[config.mk]
export PLATFORM = sky130hd
export DESIGN_NAME = punc_control
export DESIGN_NICKNAME = d
export VERILOG_FILES = /design/src/rtl/punc_control_pkg.sv /design/src/rtl/punc_decode.sv /design/src/rtl/punc_control.sv
export SDC_FILE = /design/constraint.sdc
export NUM_CORES = 1
export LEC_CHECK = 0
export CAP_MARGIN = 20
export CORE_MARGIN = 3
export CORE_UTILIZATION = 31
export DETAILED_ROUTE_END_ITERATION = 10
export PLACE_DENSITY = 0.8
export SLEW_MARGIN = 5
export SYNTH_ARGS = -nofsm -noshare
export SYNTH_HDL_FRONTEND = slang
export SYNTH_SLANG_ARGS = --single-unit
[constraint.sdc]
create_clock -name clk -period 3.5 [get_ports clk]
set_input_delay 0.525 -clock clk [delete_from_list [all_inputs] [get_ports clk]]
set_output_delay 0.525 -clock clk [all_outputs]
set_load 0.1 [all_outputs]
[src/rtl/punc_control_pkg.sv]
// Shared encodings for the PUnC control unit: FSM states, LC3 opcodes,
// datapath select/ALU codes and the bundled control vector.
package punc_control_pkg;

    typedef enum logic [2:0] {
        ST_FETCH    = 3'd0,
        ST_DECODE   = 3'd1,
        ST_EXECUTE  = 3'd2,
        ST_EXECUTE2 = 3'd3,
        ST_HALT     = 3'd4
    } state_t;

    localparam logic [3:0] OP_BR   = 4'b0000;
    localparam logic [3:0] OP_ADD  = 4'b0001;
    localparam logic [3:0] OP_LD   = 4'b0010;
    localparam logic [3:0] OP_ST   = 4'b0011;
    localparam logic [3:0] OP_JSR  = 4'b0100;
    localparam logic [3:0] OP_AND  = 4'b0101;
    localparam logic [3:0] OP_LDR  = 4'b0110;
    localparam logic [3:0] OP_STR  = 4'b0111;
    localparam logic [3:0] OP_RSV8 = 4'b1000;
    localparam logic [3:0] OP_NOT  = 4'b1001;
    localparam logic [3:0] OP_LDI  = 4'b1010;
    localparam logic [3:0] OP_STI  = 4'b1011;
    localparam logic [3:0] OP_JMP  = 4'b1100;
    localparam logic [3:0] OP_RSVD = 4'b1101;
    localparam logic [3:0] OP_LEA  = 4'b1110;
    localparam logic [3:0] OP_HALT = 4'b1111;

    localparam logic [1:0] MEM_W_ADDR_A       = 2'd0;
    localparam logic [1:0] MEM_W_ADDR_B       = 2'd1;
    localparam logic [1:0] MEM_W_ADDR_MEMDATA = 2'd2;
    localparam logic       MEM_W_DATA_RF      = 1'b0;

    localparam logic [1:0] MEM_R_ADDR_PC  = 2'd0;
    localparam logic [1:0] MEM_R_ADDR_A   = 2'd1;
    localparam logic [1:0] MEM_R_ADDR_B   = 2'd2;
    localparam logic [1:0] MEM_R_ADDR_LDI = 2'd3;

    localparam logic RF_R0_SEL_A = 1'b0;
    localparam logic RF_R0_SEL_B = 1'b1;
    localparam logic RF_R1_SEL_A = 1'b0;
    localparam logic RF_R1_SEL_B = 1'b1;

    // RF_W_DATA_A is the PC-relative address (LEA)
    localparam logic [1:0] RF_W_DATA_ALU = 2'd0;
    localparam logic [1:0] RF_W_DATA_MEM = 2'd1;
    localparam logic [1:0] RF_W_DATA_PC  = 2'd2;
    localparam logic [1:0] RF_W_DATA_A   = 2'd3;

    localparam logic RF_W_ADDR_A = 1'b0;
    localparam logic RF_W_ADDR_B = 1'b1;

    localparam logic [1:0] PC_LD_DATA_SEL_A = 2'd0;
    localparam logic [1:0] PC_LD_DATA_SEL_B = 2'd1;
    localparam logic [1:0] PC_LD_DATA_SEL_C = 2'd2;

    localparam logic [2:0] ALU_FN_ADD   = 3'd0;
    localparam logic [2:0] ALU_FN_ADD_I = 3'd1;
    localparam logic [2:0] ALU_FN_AND   = 3'd2;
    localparam logic [2:0] ALU_FN_AND_I = 3'd3;
    localparam logic [2:0] ALU_FN_NOT   = 3'd4;

    localparam logic COND_SEL_ALU = 1'b0;
    localparam logic COND_SEL_RF  = 1'b1;

    typedef struct packed {
        logic       mem_w_en;
        logic [1:0] mem_w_addr_sel;
        logic       mem_w_data_sel;
        logic [1:0] mem_r_addr_sel;
        logic       rf_w_en;
        logic       rf_r0_addr_sel;
        logic       rf_r1_addr_sel;
        logic [1:0] rf_w_data_sel;
        logic       rf_w_addr_sel;
        logic       ir_ld;
        logic       pc_ld;
        logic       pc_clr;
        logic       pc_inc;
        logic [1:0] pc_ld_data_sel;
        logic [2:0] alu_sel;
        logic       cond_ld;
        logic       cond_ld_data_sel;
        logic       ldi_reg_ld;
        logic       halted;
    } ctrl_t;

    localparam ctrl_t CTRL_IDLE = '0;

    function automatic logic [3:0] opcode(input logic [15:0] ir);
        return ir[15:12];
    endfunction

    function automatic logic br_taken(input logic [15:0] ir, input logic n,
                                      input logic z, input logic p);
        return (ir[11] & n) | (ir[10] & z) | (ir[9] & p);
    endfunction

endpackage

[src/rtl/punc_decode.sv]
// Combinational EXECUTE-state control vector for the current instruction.
module punc_decode
    import punc_control_pkg::*;
(
    input  logic [15:0] i_ir,
    input  logic        i_n,
    input  logic        i_z,
    input  logic        i_p,
    output ctrl_t       o_ctrl
);

    logic [3:0] w_op;
    logic       w_unused_ir;
    ctrl_t      w_ctrl;

    assign w_op        = opcode(i_ir);
    assign w_unused_ir = ^{i_ir[8:6], i_ir[4:0]};
    assign o_ctrl      = w_ctrl;

    // Per-opcode datapath controls for the EXECUTE cycle
    always_comb begin
        w_ctrl = CTRL_IDLE;
        case (w_op)
            OP_ADD, OP_AND: begin
                w_ctrl.rf_r0_addr_sel = RF_R0_SEL_A;
                if (i_ir[5]) begin
                    w_ctrl.alu_sel = (w_op == OP_ADD) ? ALU_FN_ADD_I : ALU_FN_AND_I;
                end else begin
                    w_ctrl.rf_r1_addr_sel = RF_R1_SEL_A;
                    w_ctrl.alu_sel = (w_op == OP_ADD) ? ALU_FN_ADD : ALU_FN_AND;
                end
                w_ctrl.rf_w_data_sel    = RF_W_DATA_ALU;
                w_ctrl.rf_w_addr_sel    = RF_W_ADDR_A;
                w_ctrl.rf_w_en          = 1'b1;
                w_ctrl.cond_ld          = 1'b1;
                w_ctrl.cond_ld_data_sel = COND_SEL_ALU;
            end
            OP_NOT: begin
                w_ctrl.rf_r0_addr_sel   = RF_R0_SEL_A;
                w_ctrl.alu_sel          = ALU_FN_NOT;
                w_ctrl.rf_w_data_sel    = RF_W_DATA_ALU;
                w_ctrl.rf_w_addr_sel    = RF_W_ADDR_A;
                w_ctrl.rf_w_en          = 1'b1;
                w_ctrl.cond_ld          = 1'b1;
                w_ctrl.cond_ld_data_sel = COND_SEL_ALU;
            end
            OP_BR: begin
                if (br_taken(i_ir, i_n, i_z, i_p)) begin
                    w_ctrl.pc_ld          = 1'b1;
                    w_ctrl.pc_ld_data_sel = PC_LD_DATA_SEL_A;
                end else begin
                    w_ctrl.pc_ld = 1'b0;
                end
            end
            OP_JMP: begin
                w_ctrl.rf_r0_addr_sel = RF_R0_SEL_A;
                w_ctrl.pc_ld          = 1'b1;
                w_ctrl.pc_ld_data_sel = PC_LD_DATA_SEL_B;
            end
            OP_JSR: begin
                // Link and jump commit on the same edge, both from the pre-edge PC
                w_ctrl.rf_w_data_sel = RF_W_DATA_PC;
                w_ctrl.rf_w_addr_sel = RF_W_ADDR_B;
                w_ctrl.rf_w_en       = 1'b1;
                w_ctrl.pc_ld         = 1'b1;
                if (i_ir[11]) begin
                    w_ctrl.pc_ld_data_sel = PC_LD_DATA_SEL_C;
                end else begin
                    w_ctrl.pc_ld_data_sel = PC_LD_DATA_SEL_B;
                    w_ctrl.rf_r0_addr_sel = RF_R0_SEL_A;
                end
            end
            OP_LD, OP_LDR: begin
                w_ctrl.mem_r_addr_sel   = (w_op == OP_LD) ? MEM_R_ADDR_A : MEM_R_ADDR_B;
                w_ctrl.rf_r0_addr_sel   = RF_R0_SEL_A;
                w_ctrl.rf_w_data_sel    = RF_W_DATA_MEM;
                w_ctrl.rf_w_addr_sel    = RF_W_ADDR_A;
                w_ctrl.rf_w_en          = 1'b1;
                w_ctrl.cond_ld          = 1'b1;
                w_ctrl.cond_ld_data_sel = COND_SEL_RF;
            end
            OP_LEA: begin
                w_ctrl.rf_w_data_sel    = RF_W_DATA_A;
                w_ctrl.rf_w_addr_sel    = RF_W_ADDR_A;
                w_ctrl.rf_w_en          = 1'b1;
                w_ctrl.cond_ld          = 1'b1;
                w_ctrl.cond_ld_data_sel = COND_SEL_RF;
            end
            OP_LDI: begin
                w_ctrl.mem_r_addr_sel = MEM_R_ADDR_A;
                w_ctrl.ldi_reg_ld     = 1'b1;
            end
            OP_ST: begin
                w_ctrl.rf_r0_addr_sel = RF_R0_SEL_B;
                w_ctrl.mem_w_data_sel = MEM_W_DATA_RF;
                w_ctrl.mem_w_addr_sel = MEM_W_ADDR_A;
                w_ctrl.mem_w_en       = 1'b1;
            end
            OP_STR: begin
                w_ctrl.rf_r0_addr_sel = RF_R0_SEL_B;
                w_ctrl.rf_r1_addr_sel = RF_R1_SEL_B;
                w_ctrl.mem_w_data_sel = MEM_W_DATA_RF;
                w_ctrl.mem_w_addr_sel = MEM_W_ADDR_B;
                w_ctrl.mem_w_en       = 1'b1;
            end
            OP_STI: begin
                // Pointer read is asynchronous, so the store finishes in one cycle
                w_ctrl.mem_r_addr_sel = MEM_R_ADDR_A;
                w_ctrl.rf_r0_addr_sel = RF_R0_SEL_B;
                w_ctrl.mem_w_addr_sel = MEM_W_ADDR_MEMDATA;
                w_ctrl.mem_w_data_sel = MEM_W_DATA_RF;
                w_ctrl.mem_w_en       = 1'b1;
            end
            default: w_ctrl = CTRL_IDLE;
        endcase
    end

endmodule

[src/rtl/punc_control.sv]
// PUnC control FSM: FETCH -> DECODE -> EXECUTE (-> EXECUTE2 for LDI) or HALT,
// with Moore outputs decoded from the state register and ir.
module punc_control
    import punc_control_pkg::*;
(
    input  logic        clk,
    input  logic        rst,
    input  logic [15:0] ir,
    input  logic        n,
    input  logic        z,
    input  logic        p,
    output logic        mem_w_en,
    output logic [1:0]  mem_w_addr_sel,
    output logic        mem_w_data_sel,
    output logic [1:0]  mem_r_addr_sel,
    output logic        rf_w_en,
    output logic        rf_r0_addr_sel,
    output logic        rf_r1_addr_sel,
    output logic [1:0]  rf_w_data_sel,
    output logic        rf_w_addr_sel,
    output logic        ir_ld,
    output logic        pc_ld,
    output logic        pc_clr,
    output logic        pc_inc,
    output logic [1:0]  pc_ld_data_sel,
    output logic [2:0]  alu_sel,
    output logic        cond_ld,
    output logic        cond_ld_data_sel,
    output logic        ldi_reg_ld,
    output logic        halted
);

    state_t     r_state;
    ctrl_t      w_exec_ctrl;
    ctrl_t      w_ctrl;
    logic [3:0] w_op;

    assign w_op = opcode(ir);

    punc_decode u_decode (
        .i_ir   (ir),
        .i_n    (n),
        .i_z    (z),
        .i_p    (p),
        .o_ctrl (w_exec_ctrl)
    );

    // State sequencing; reset abandons whatever instruction is in flight
    always_ff @(posedge clk) begin
        if (rst) begin
            r_state <= ST_FETCH;
        end else begin
            case (r_state)
                ST_FETCH:    r_state <= ST_DECODE;
                ST_DECODE:   r_state <= ST_EXECUTE;
                ST_EXECUTE: begin
                    if (w_op == OP_LDI) begin
                        r_state <= ST_EXECUTE2;
                    end else if (w_op == OP_HALT) begin
                        r_state <= ST_HALT;
                    end else begin
                        r_state <= ST_FETCH;
                    end
                end
                ST_EXECUTE2: r_state <= ST_FETCH;
                ST_HALT:     r_state <= ST_HALT;
                default:     r_state <= ST_FETCH;
            endcase
        end
    end

    // Output decode; rst overrides the state so no write can land during reset
    always_comb begin
        w_ctrl = CTRL_IDLE;
        if (rst) begin
            w_ctrl.pc_clr = 1'b1;
        end else begin
            case (r_state)
                ST_FETCH: begin
                    w_ctrl.mem_r_addr_sel = MEM_R_ADDR_PC;
                    w_ctrl.ir_ld          = 1'b1;
                    w_ctrl.pc_inc         = 1'b1;
                end
                ST_DECODE:  w_ctrl = CTRL_IDLE;
                ST_EXECUTE: w_ctrl = w_exec_ctrl;
                ST_EXECUTE2: begin
                    w_ctrl.mem_r_addr_sel   = MEM_R_ADDR_LDI;
                    w_ctrl.rf_w_data_sel    = RF_W_DATA_MEM;
                    w_ctrl.rf_w_addr_sel    = RF_W_ADDR_A;
                    w_ctrl.rf_w_en          = 1'b1;
                    w_ctrl.cond_ld          = 1'b1;
                    w_ctrl.cond_ld_data_sel = COND_SEL_RF;
                end
                ST_HALT: w_ctrl.halted = 1'b1;
                default: w_ctrl = CTRL_IDLE;
            endcase
        end
    end

    assign mem_w_en         = w_ctrl.mem_w_en;
    assign mem_w_addr_sel   = w_ctrl.mem_w_addr_sel;
    assign mem_w_data_sel   = w_ctrl.mem_w_data_sel;
    assign mem_r_addr_sel   = w_ctrl.mem_r_addr_sel;
    assign rf_w_en          = w_ctrl.rf_w_en;
    assign rf_r0_addr_sel   = w_ctrl.rf_r0_addr_sel;
    assign rf_r1_addr_sel   = w_ctrl.rf_r1_addr_sel;
    assign rf_w_data_sel    = w_ctrl.rf_w_data_sel;
    assign rf_w_addr_sel    = w_ctrl.rf_w_addr_sel;
    assign ir_ld            = w_ctrl.ir_ld;
    assign pc_ld            = w_ctrl.pc_ld;
    assign pc_clr           = w_ctrl.pc_clr;
    assign pc_inc           = w_ctrl.pc_inc;
    assign pc_ld_data_sel   = w_ctrl.pc_ld_data_sel;
    assign alu_sel          = w_ctrl.alu_sel;
    assign cond_ld          = w_ctrl.cond_ld;
    assign cond_ld_data_sel = w_ctrl.cond_ld_data_sel;
    assign ldi_reg_ld       = w_ctrl.ldi_reg_ld;
    assign halted           = w_ctrl.halted;

endmodule

# [Yosys cells after proc, flatten, opt, wreduce, memory -nomap -nowiden]
# Cells that the tools add are included.
[totals] ff_bits=3 latch_bits=0 ram_bits=0 rom_bits=0 inputBits=21 out_inout_bits=25 word_cells=67 mem_count=0
[classes] add_sub_neg=0 n_mul=0 n_div=0 magnitude_cmp=0 eq_ne=17 shift=0 mux=34 n_bitwise=5 n_reduce_logical=10
[op_table] op="$eq A4 B4 Y1 const B" n=6
[op_table] op="$pmux W2 S2" n=5
[op_table] op="$eq A4 B3 Y1 const B" n=4
[op_table] op="$mux W14" n=1
[op_table] op="$mux W2" n=6
[op_table] op="$pmux W3 S2" n=2
[op_table] op="$pmux W3 S4" n=1
[op_table] op="$pmux W4 S3" n=1
[op_table] op="$mux W10" n=1
[op_table] op="$mux W1" n=9
[op_table] op="$mux W3" n=3
[op_table] op="$pmux W3 S3" n=1
[op_table] op="$reduce_or A3 Y1" n=3
[op_table] op="$eq A4 B2 Y1 const B" n=2
[op_table] op="$reduce_or A2 Y1" n=4
[op_table] op="$reduce_or A7 Y1" n=1
[op_table] op="$eq A3 B2 Y1 const B" n=2
[op_table] op="$mux W5" n=1
[op_table] op="$eq A4 B1 Y1 const B" n=1
[op_table] op="$logic_not A4 Y1" n=1
[op_table] op="$mux W4" n=1
[op_table] op="$pmux W1 S2" n=2
[op_table] op="$and A1 B1 Y1" n=3
[op_table] op="$eq A3 B1 Y1 const B" n=1
[op_table] op="other kinds (3)" n=4

# [Depth between registers and ports, before layout]
# Gate-level depths: netlist (run 1).
[logic_depth] ltp_word=7 depth_mapped=4 mapped_depth_nobuf=3

# [By module]
# From an unflattened synthesis (run 1), not the netlist that was laid out.
[unflattened] cells_unflattened=90 hier_area_um2=658.1
[modules_own_cells] module="punc_control" n_inst=1 cells_per_inst=48 area_each_um2=387.9 seq_area_each_um2=60.1
[modules_own_cells] module="punc_decode" n_inst=1 cells_per_inst=42 area_each_um2=270.3 seq_area_each_um2=0.0

# [Worst setup path before layout (run 1)]
# Ideal clock, no wire load.
[synth_timing] path_kind="reg2out" from="register r_state[0]" to="output port pc_inc" arrival_time_ps=4149 required_ps=2975 setup_slack_ps=-1174 path_stages_with_launch=4 path_buffers=2 cell_sequence="dfxtp_1 clkbuf_1 nor4_1 buf_4"
[synth_via] elab_chain_len=3
[synth_rtl] element="from (decl)" line="punc_control.sv:33" text="state_t r_state;"
[synth_rtl] element="from (signal assigned)" line="punc_control.sv:51" text="r_state <= ST_FETCH;"
[synth_rtl] element="from (signal assigned)" line="punc_control.sv:54" text="ST_FETCH: r_state <= ST_DECODE;"
[synth_rtl] element="from (signal assigned)" line="punc_control.sv:55" text="ST_DECODE: r_state <= ST_EXECUTE;"
[synth_rtl] element="$logic_not A3 Y1" line="punc_control.sv:78" text="case (r_state)"
[synth_rtl] element="$mux W1" line="punc_control.sv:78"
[synth_rtl] element="$mux W10" line="punc_control.sv:75" text="if (rst) begin"
[synth_rtl] element="to (decl)" line="punc_control.sv:24" text="output logic pc_inc,"
# No other way between the ends.

# [Worst setup path in the final report (run 1)]
[layout_timing] from="input port rst" to="output port pc_ld_data_sel[1]"
[layout_via] elab_chain_len=1
[layout_rtl] element="from (decl)" line="punc_control.sv:7" text="input logic rst,"
[layout_rtl] element="$mux W10" line="punc_control.sv:75"
[layout_rtl] element="to (decl)" line="punc_control.sv:25" text="output logic [1:0] pc_ld_data_sel,"
# No other way between the ends.

==> results.tsv, run 1 <==
stage	metric	value	unit
timing	endpoints failing setup	0	
critical_path	worst-path cell chain	clkdlybuf4s50_1 > or4b_4 > nor3_4 > and3_1 > buf_12	
global_routing	Total Routing Usage GR	15.7	%
floorplan	Die W	44.9	µm
timing	period utilisation layout	78.2	%
global_routing	Remaining Overflow, GRT	0	
synthesis	EDFF count, synth	0	
global_routing	initial antenna violation count	0	
synthesis	register area share after synthesis	12.8	%
synthesis	Post-Syn Instances	71	
global_routing	largest net degree at the start of global routing	15	
finish	share of cells above drive strength 1	34.6	%
synthesis	Synth cell types	33	
placement	Post-Place Cells	115	
synthesis	YS warnings	0	
synthesis	Post-synth top cells	12 x nor2_1, 5 x a21oi_1, 5 x nand2_1	
timing	total negative slack	0	ns
placement	area post-placement	913	µm²
synthesis	#FFs+latches synth	3	
timing	unrepaired setup endpoints after global routing	false	
finish	design area	940	µm²
drt	Routed WL per cell	12.4	µm
floorplan	core area	1370	µm²
finish	synth-to-layout area growth	100	%
synthesis	top area cells in the synthesized netlist	dfxtp_1 13%, nor2_1 9.6%, buf_4 6.4%	
critical_path	Slowest cell on crit path	or4b_4	
drt	drt total wl	1.48	mm
finish	Final Non-Filler Cells	119	
finish	Regs by FF count	r_state: 3 flops	
synthesis	top-count cell post-synth	nor2_1	
finish	max FFs per register	3	
critical_path	critical path type	in -> out	
power_and_ir_drop	Worst VDD drop	235	µV
clock_network	clk slew on worst S/H paths	0.04	ns
drt	via total after detailed routing	614	
clock_network	# hold bufs at CTS	0	
critical_path	CP Capture Type	primary output	
critical_path	Arr. time, crit path	2.21	ns
clock_network	CTS tree	yes	
timing	hold slack final	0.610	ns
global_routing	first-pass GRT wire length	2.34	mm
synthesis	Syn Nets	92	
drt	DRC	0	
clock_network	clk sinks	3	
clock_network	Post-CTS Resized	0	
power_and_ir_drop	Pleak	0.374	nW
drt	initial drt markers	10	
finish	Final nets	126	
synthesis	Synth top area share	12.8	%
drt	Pre-antenna DRT Iters	4	
critical_path	WP buf/inv	2	
floorplan	Die ar.	2020	µm²
timing	Tightest Pin Transition	0.504	ns
timing	Post-Route Skew	0.00353	ns
drt	vias per std cell	5.16	
clock_network	clock buffers created by TritonCTS	3	
placement	hpwl dp	1.24	mm
synthesis	Synth Flop Type	dfxtp_1	
synthesis	asr flop ratio synth	0	%
finish	antenna cells	0	
global_routing	vias in the first global route	550	
clock_network	worst-skew pair later-pin latency	0.23	ns
flow_run	Max Cap Viol	0	
clock_network	clock root buffer	clkbuf_4	
timing	final hold viol count	0	
critical_path	Crit path required time	2.97	ns
synthesis	Synth Area per Inst	6.61	µm²
power_and_ir_drop	pwr dens	221	nW/µm²
synthesis	Post-Synthesis Cell Area	469	µm²
timing	time the worst path needs with I/O delays and setup	2.74	ns
outcome	outcome	finished clean	
finish	Util after Layout	68.8	%
floorplan	Initial Utilization	34.3	%
hold_path	Worst Hold Class	reg -> reg	
floorplan	Top-Level Pins	46	
clock_network	post-CTS setup buffers	0	
timing	fin. max-slew vios	0	
floorplan	FP Rows	13	
floorplan	DIE HEIGHT	44.9	µm
finish	Fill cells	118	
drt	DRT antenna net count	0	
timing	Fmax achieved	365	MHz
critical_path	Critical Path Max Stage Delay	0.58	ns
placement	I/O Buffers	36	
finish	largest reg by FF count	r_state	
clock_network	clk buf depth	2	
synthesis	cell taking the most area after synthesis	dfxtp_1	
clock_network	level count of the clock H-tree	1	
critical_path	CP max FO	8	
critical_path	CP delay by family, top	simple AND/OR/NAND/NOR gates	
timing	Slew headroom	65.5	%
placement	gpl congestion	0.735	
critical_path	CP startpoint kind	input pin	
per-stage QoR:
stage / power [mW] / worst slack, ns
2_1_floorplan: 0.121 / 0.114
3_3_place_gp: 0.147 / 0.765
3_5_place_dp: 0.148 / 0.739
4_1_cts: 0.212 / 0.741
5_1_grt: 0.221 / 0.534
6_report: 0.208 / 0.762
worst paths after layout:
| kind | start | endpoint | cells past startpoint | slack (ns) |
|---|---|---|---|---|
| worst min-delay path | r_state[2] | r_state[0] | 1 | 0.61 |
| worst max-delay path | rst | pc_ld_data_sel[1] | 5 | 0.76 |
| worst max register to register | r_state[0] | r_state[1] | 2 | 2.49 |
| worst min register to register | r_state[2] | r_state[0] | 1 | 0.61 |
cell families after synthesis:
group / synth area share (%)
buf+inv: 13.6
compound gates: 21.6
simple gates: 49.3
flops: 12.8
xor+xnor: 1.87
other cells: 0.799
layout make-up:
class,count,area [µm²],share of cell area (%)
Tap cell,15,18.8,2.00
Inverter,4,15.0,1.60
Timing Repair Buffer,37,445,47.4
Multi-Input combinational cell,56,374,39.8
Clock buffer,4,26.3,2.80
Sequential cell,3,60.1,6.39
layer usage:
| layer | track usage (%) | part of all wire, % | vias to the layer above |
|---|---|---|---|
| met5 | 0 | 0 | - |
| met4 | 8.77 | 1.6 | 0 |
| met3 | 4.78 | 13 | 2 |
| met2 | 27.8 | 49 | 32 |
| met1 | 16.4 | 36 | 263 |
| li1 | - | - | 317 |
where the power goes:
part	leakage, nW	internal [mW]	switching, mW
registers	0.0247	0.0365	0.00634
logic	0.334	0.0333	0.0713
clock network	0.0150	0.0427	0.0179
cells in the final DEF (no fill, tap or decap), types with 3 or more instances in the layout:
| cell | Yosys | layout |
|---|---|---|
| nor2_1 | 12 | 12 |
| inv_1 | 4 | 4 |
| buf_12 | 0 | 11 |
| clkbuf_4 | 0 | 3 |
| nor2b_1 | 3 | 3 |
| dfxtp_1 | 3 | 3 |
| a21oi_1 | 5 | 5 |
| nand2_1 | 5 | 5 |
| buf_4 | 4 | 14 |
| clkdlybuf4s50_1 | 0 | 12 |
Power figures use the tool's default switching activity.
==> inputs of run 2 (changes only) <==
--- a/config.mk
+++ b/config.mk
@@ -7,9 +7,9 @@
 export LEC_CHECK = 0
 export CAP_MARGIN = 20
 export CORE_MARGIN = 3
-export CORE_UTILIZATION = 31
+export CORE_UTILIZATION = 26
 export DETAILED_ROUTE_END_ITERATION = 10
-export PLACE_DENSITY = 0.8
+export PLACE_DENSITY = 0.71
 export SLEW_MARGIN = 5
 export SYNTH_ARGS = -nofsm -noshare
 export SYNTH_HDL_FRONTEND = slang
==> constraint.sdc (replaced) <==
create_clock -name clk -period 2.23 [get_ports clk]
set_input_delay 0.3345 -clock clk [delete_from_list [all_inputs] [get_ports clk]]
set_output_delay 0.3345 -clock clk [all_outputs]
set_load 0.1 [all_outputs]
==> run 2 against run 1 <==
  * Routed wire length increased by 22%
  * Flip-flop and latch count unchanged
  * Global-route usage increased by 0.26 points
  * Clock skew decreased by 0.00086 ns
  * Utilization increased by 9.7 points
  * Register-to-register slack got worse by 1.3 ns
  * First-iteration DRC count increased by 30%
  * Via count increased by 9.0%
  * Sequential power increased by 54%
  * Critical endpoint is now rf_w_en
  * Highest routed layer is now met3
==> results.tsv, run 2 (synthesis results as in run 1) <==
stage	metric	value	unit	change
timing	Post-Route Skew	0.00267	ns	-0.000861 ns
drt	DRT antenna net count	0		unchanged
critical_path	WP buf/inv	4		+2
timing	fin. max-slew vios	0		unchanged
drt	Routed WL per cell	13.3	µm	+7.2%
clock_network	clk sinks	3		unchanged
placement	pre-CTS WS	-0.230	ns	-0.969 ns
floorplan	Die W	48.5	µm	+8.0%
drt	drt total wl	1.81	mm	+22%
drt	initial drt markers	13		+3
clock_network	# hold bufs at CTS	0		unchanged
clock_network	clk slew on worst S/H paths	0.04	ns	about the same
timing	total negative slack	0	ns	unchanged
timing	final setup margin	0.0516	ns	-0.710 ns
critical_path	CP max FO	5		-3
power_and_ir_drop	Pwr Total	0.376	mW	+81%
timing	period utilisation layout	97.7	%	
clock_network	clk buf depth	2		unchanged
timing	unrepaired setup endpoints after global routing	true		
clock_network	worst-skew pair later-pin latency	0.23	ns	about the same
finish	antenna cells	0		unchanged
timing	time the worst path needs with I/O delays and setup	2.18	ns	
clock_network	clock buffers created by TritonCTS	3		unchanged
clock_network	CTS tree	yes		
power_and_ir_drop	pwr dens	300	nW/µm²	+36%
placement	Post-Place Cells	132		+15%
clock_network	level count of the clock H-tree	1		unchanged
floorplan	core area	1590	µm²	+17%
drt	Pre-antenna DRT Iters	6		+2
clock_network	post-CTS setup buffers	0		unchanged
critical_path	CP delay by family, top	buffers and inverters		
finish	most common cell after layout, fill and taps aside	buf_12		
flow_run	Max Cap Viol	0		unchanged
finish	commonest cells after routing, fill and taps aside	24 x buf_12, 10 x clkdlybuf4s50_1, 9 x buf_4		
finish	max FFs per register	3		unchanged
critical_path	CP Capture Type	primary output		
drt	vias per std cell	4.92		-4.7%
timing	Fmax achieved	459	MHz	
finish	Multi-input gate area	448	µm²	+20%
critical_path	CP Depth	6		+1
placement	I/O Buffers	36		unchanged
global_routing	Remaining Overflow, GRT	0		unchanged
critical_path	critical path type	in -> out		
floorplan	DIE HEIGHT	48.5	µm	+8.0%
placement	hpwl dp	1.54	mm	+24%
critical_path	worst-path cell chain	clkdlybuf4s50_1 > inv_1 > a2111oi_1 > buf_4 > a211oi_4 > buf_12		
placement	gpl congestion	0.739		+0.57%
global_routing	initial antenna violation count	0		unchanged
global_routing	first-pass GRT wire length	3.02	mm	+29%
finish	synth-to-layout area growth	167	%	
floorplan	Top-Level Pins	46		unchanged
global_routing	Total Routing Usage GR	16.0	%	+0.26 points
outcome	outcome	finished clean		
critical_path	Crit path required time	1.90	ns	-1.07 ns
hold_path	Hold Path Depth	2		+1
finish	Sequential cell area	66.3	µm²	+10%
drt	DRC	0		unchanged
timing	final hold viol count	0		unchanged
power_and_ir_drop	Worst VDD drop	314	µV	+34%
clock_network	clock root buffer	clkbuf_4		
floorplan	Initial Utilization	29.4	%	-4.9 points
finish	largest reg by FF count	r_state		
floorplan	FP Rows	14		+1
global_routing	largest net degree at the start of global routing	11		-4
critical_path	CP startpoint kind	input pin		
finish	Final nets	134		+6.3%
global_routing	vias in the first global route	636		+16%
finish	share of cells above drive strength 1	54.5	%	+20 points
drt	via total after detailed routing	669		+9.0%
critical_path	Critical Path Max Stage Delay	0.55	ns	-0.03 ns
critical_path	Slowest cell on crit path	clkdlybuf4s50_1		
critical_path	Arr. time, crit path	1.84	ns	-0.37 ns
hold_path	Worst Hold Class	in -> reg		
finish	Fill cells	108		-8.5%
critical_path	FF-to-FF path depth	2		unchanged
finish	Final Non-Filler Cells	136		+14%
finish	Regs by FF count	r_state: 3 flops		
power_and_ir_drop	Pleak	0.472	nW	+26%
timing	endpoints failing setup	0		unchanged
floorplan	Die ar.	2350	µm²	+17%
[run 2: changes by cell type in the layout (fill, tap and decap cells not counted), moves of 2 or more]
cell,change
clkdlybuf4s50_1,-2
buf_12,+13
a21oi_2,+2
a21oi_1,-2
buf_4,-5
nor2_1,-8
dfxtp_1,-3
nor2_2,+8
nor4_4,+2
nor4_2,-2
dfxtp_2,+2
[run 2: timing repair]
action / in CTS / in global routing
gates resized for setup: 2 / 11
pin swaps: 0 / 2
endpoints found under the setup margin: 13 / 8
[run 2: area by class of cell]
class	count	share of cell area, %
sequential	3	5.30
timing repair buffer	45	53.2
clock buffer	4	2.10
tap	24	2.40
inverter	4	1.20
multi-input combinational	56	35.8
[run 2: metrics by stage]
stage	utilization [%]	instance area, µm²	hold slack (ns)
finish	78.5	1250	0.388
CTS	76.9	1230	0.597
global placement	75.3	1200	0.573
global route	78.5	1250	0.412
detailed placement	75.3	1200	0.601
floorplan	-	554	0.411
[run 2: where the power goes]
group / total [mW] / internal, mW / switching, mW
combinational: 0.218 / 0.0847 / 0.134
clock: 0.0919 / 0.0668 / 0.0250
sequential: 0.0658 / 0.0576 / 0.00824
[run 2: path summary, 6_finish.rpt]
path	start	to	slack, ns
worst max-delay path	ir[15]	rf_w_en	0.05
worst min-delay path	rst	r_state[2]	0.39
worst max register to register	r_state[0]	r_state[0]	1.24
worst min register to register	r_state[1]	r_state[0]	0.55
[run 2: per-layer routing]
metal | share of wire (%) | global-route usage [%]
met1 | 39 | 17.0
met2 | 54 | 29.4
met3 | 6.5 | 3.68
met4 | 0 | 8.06
met5 | 0 | 0
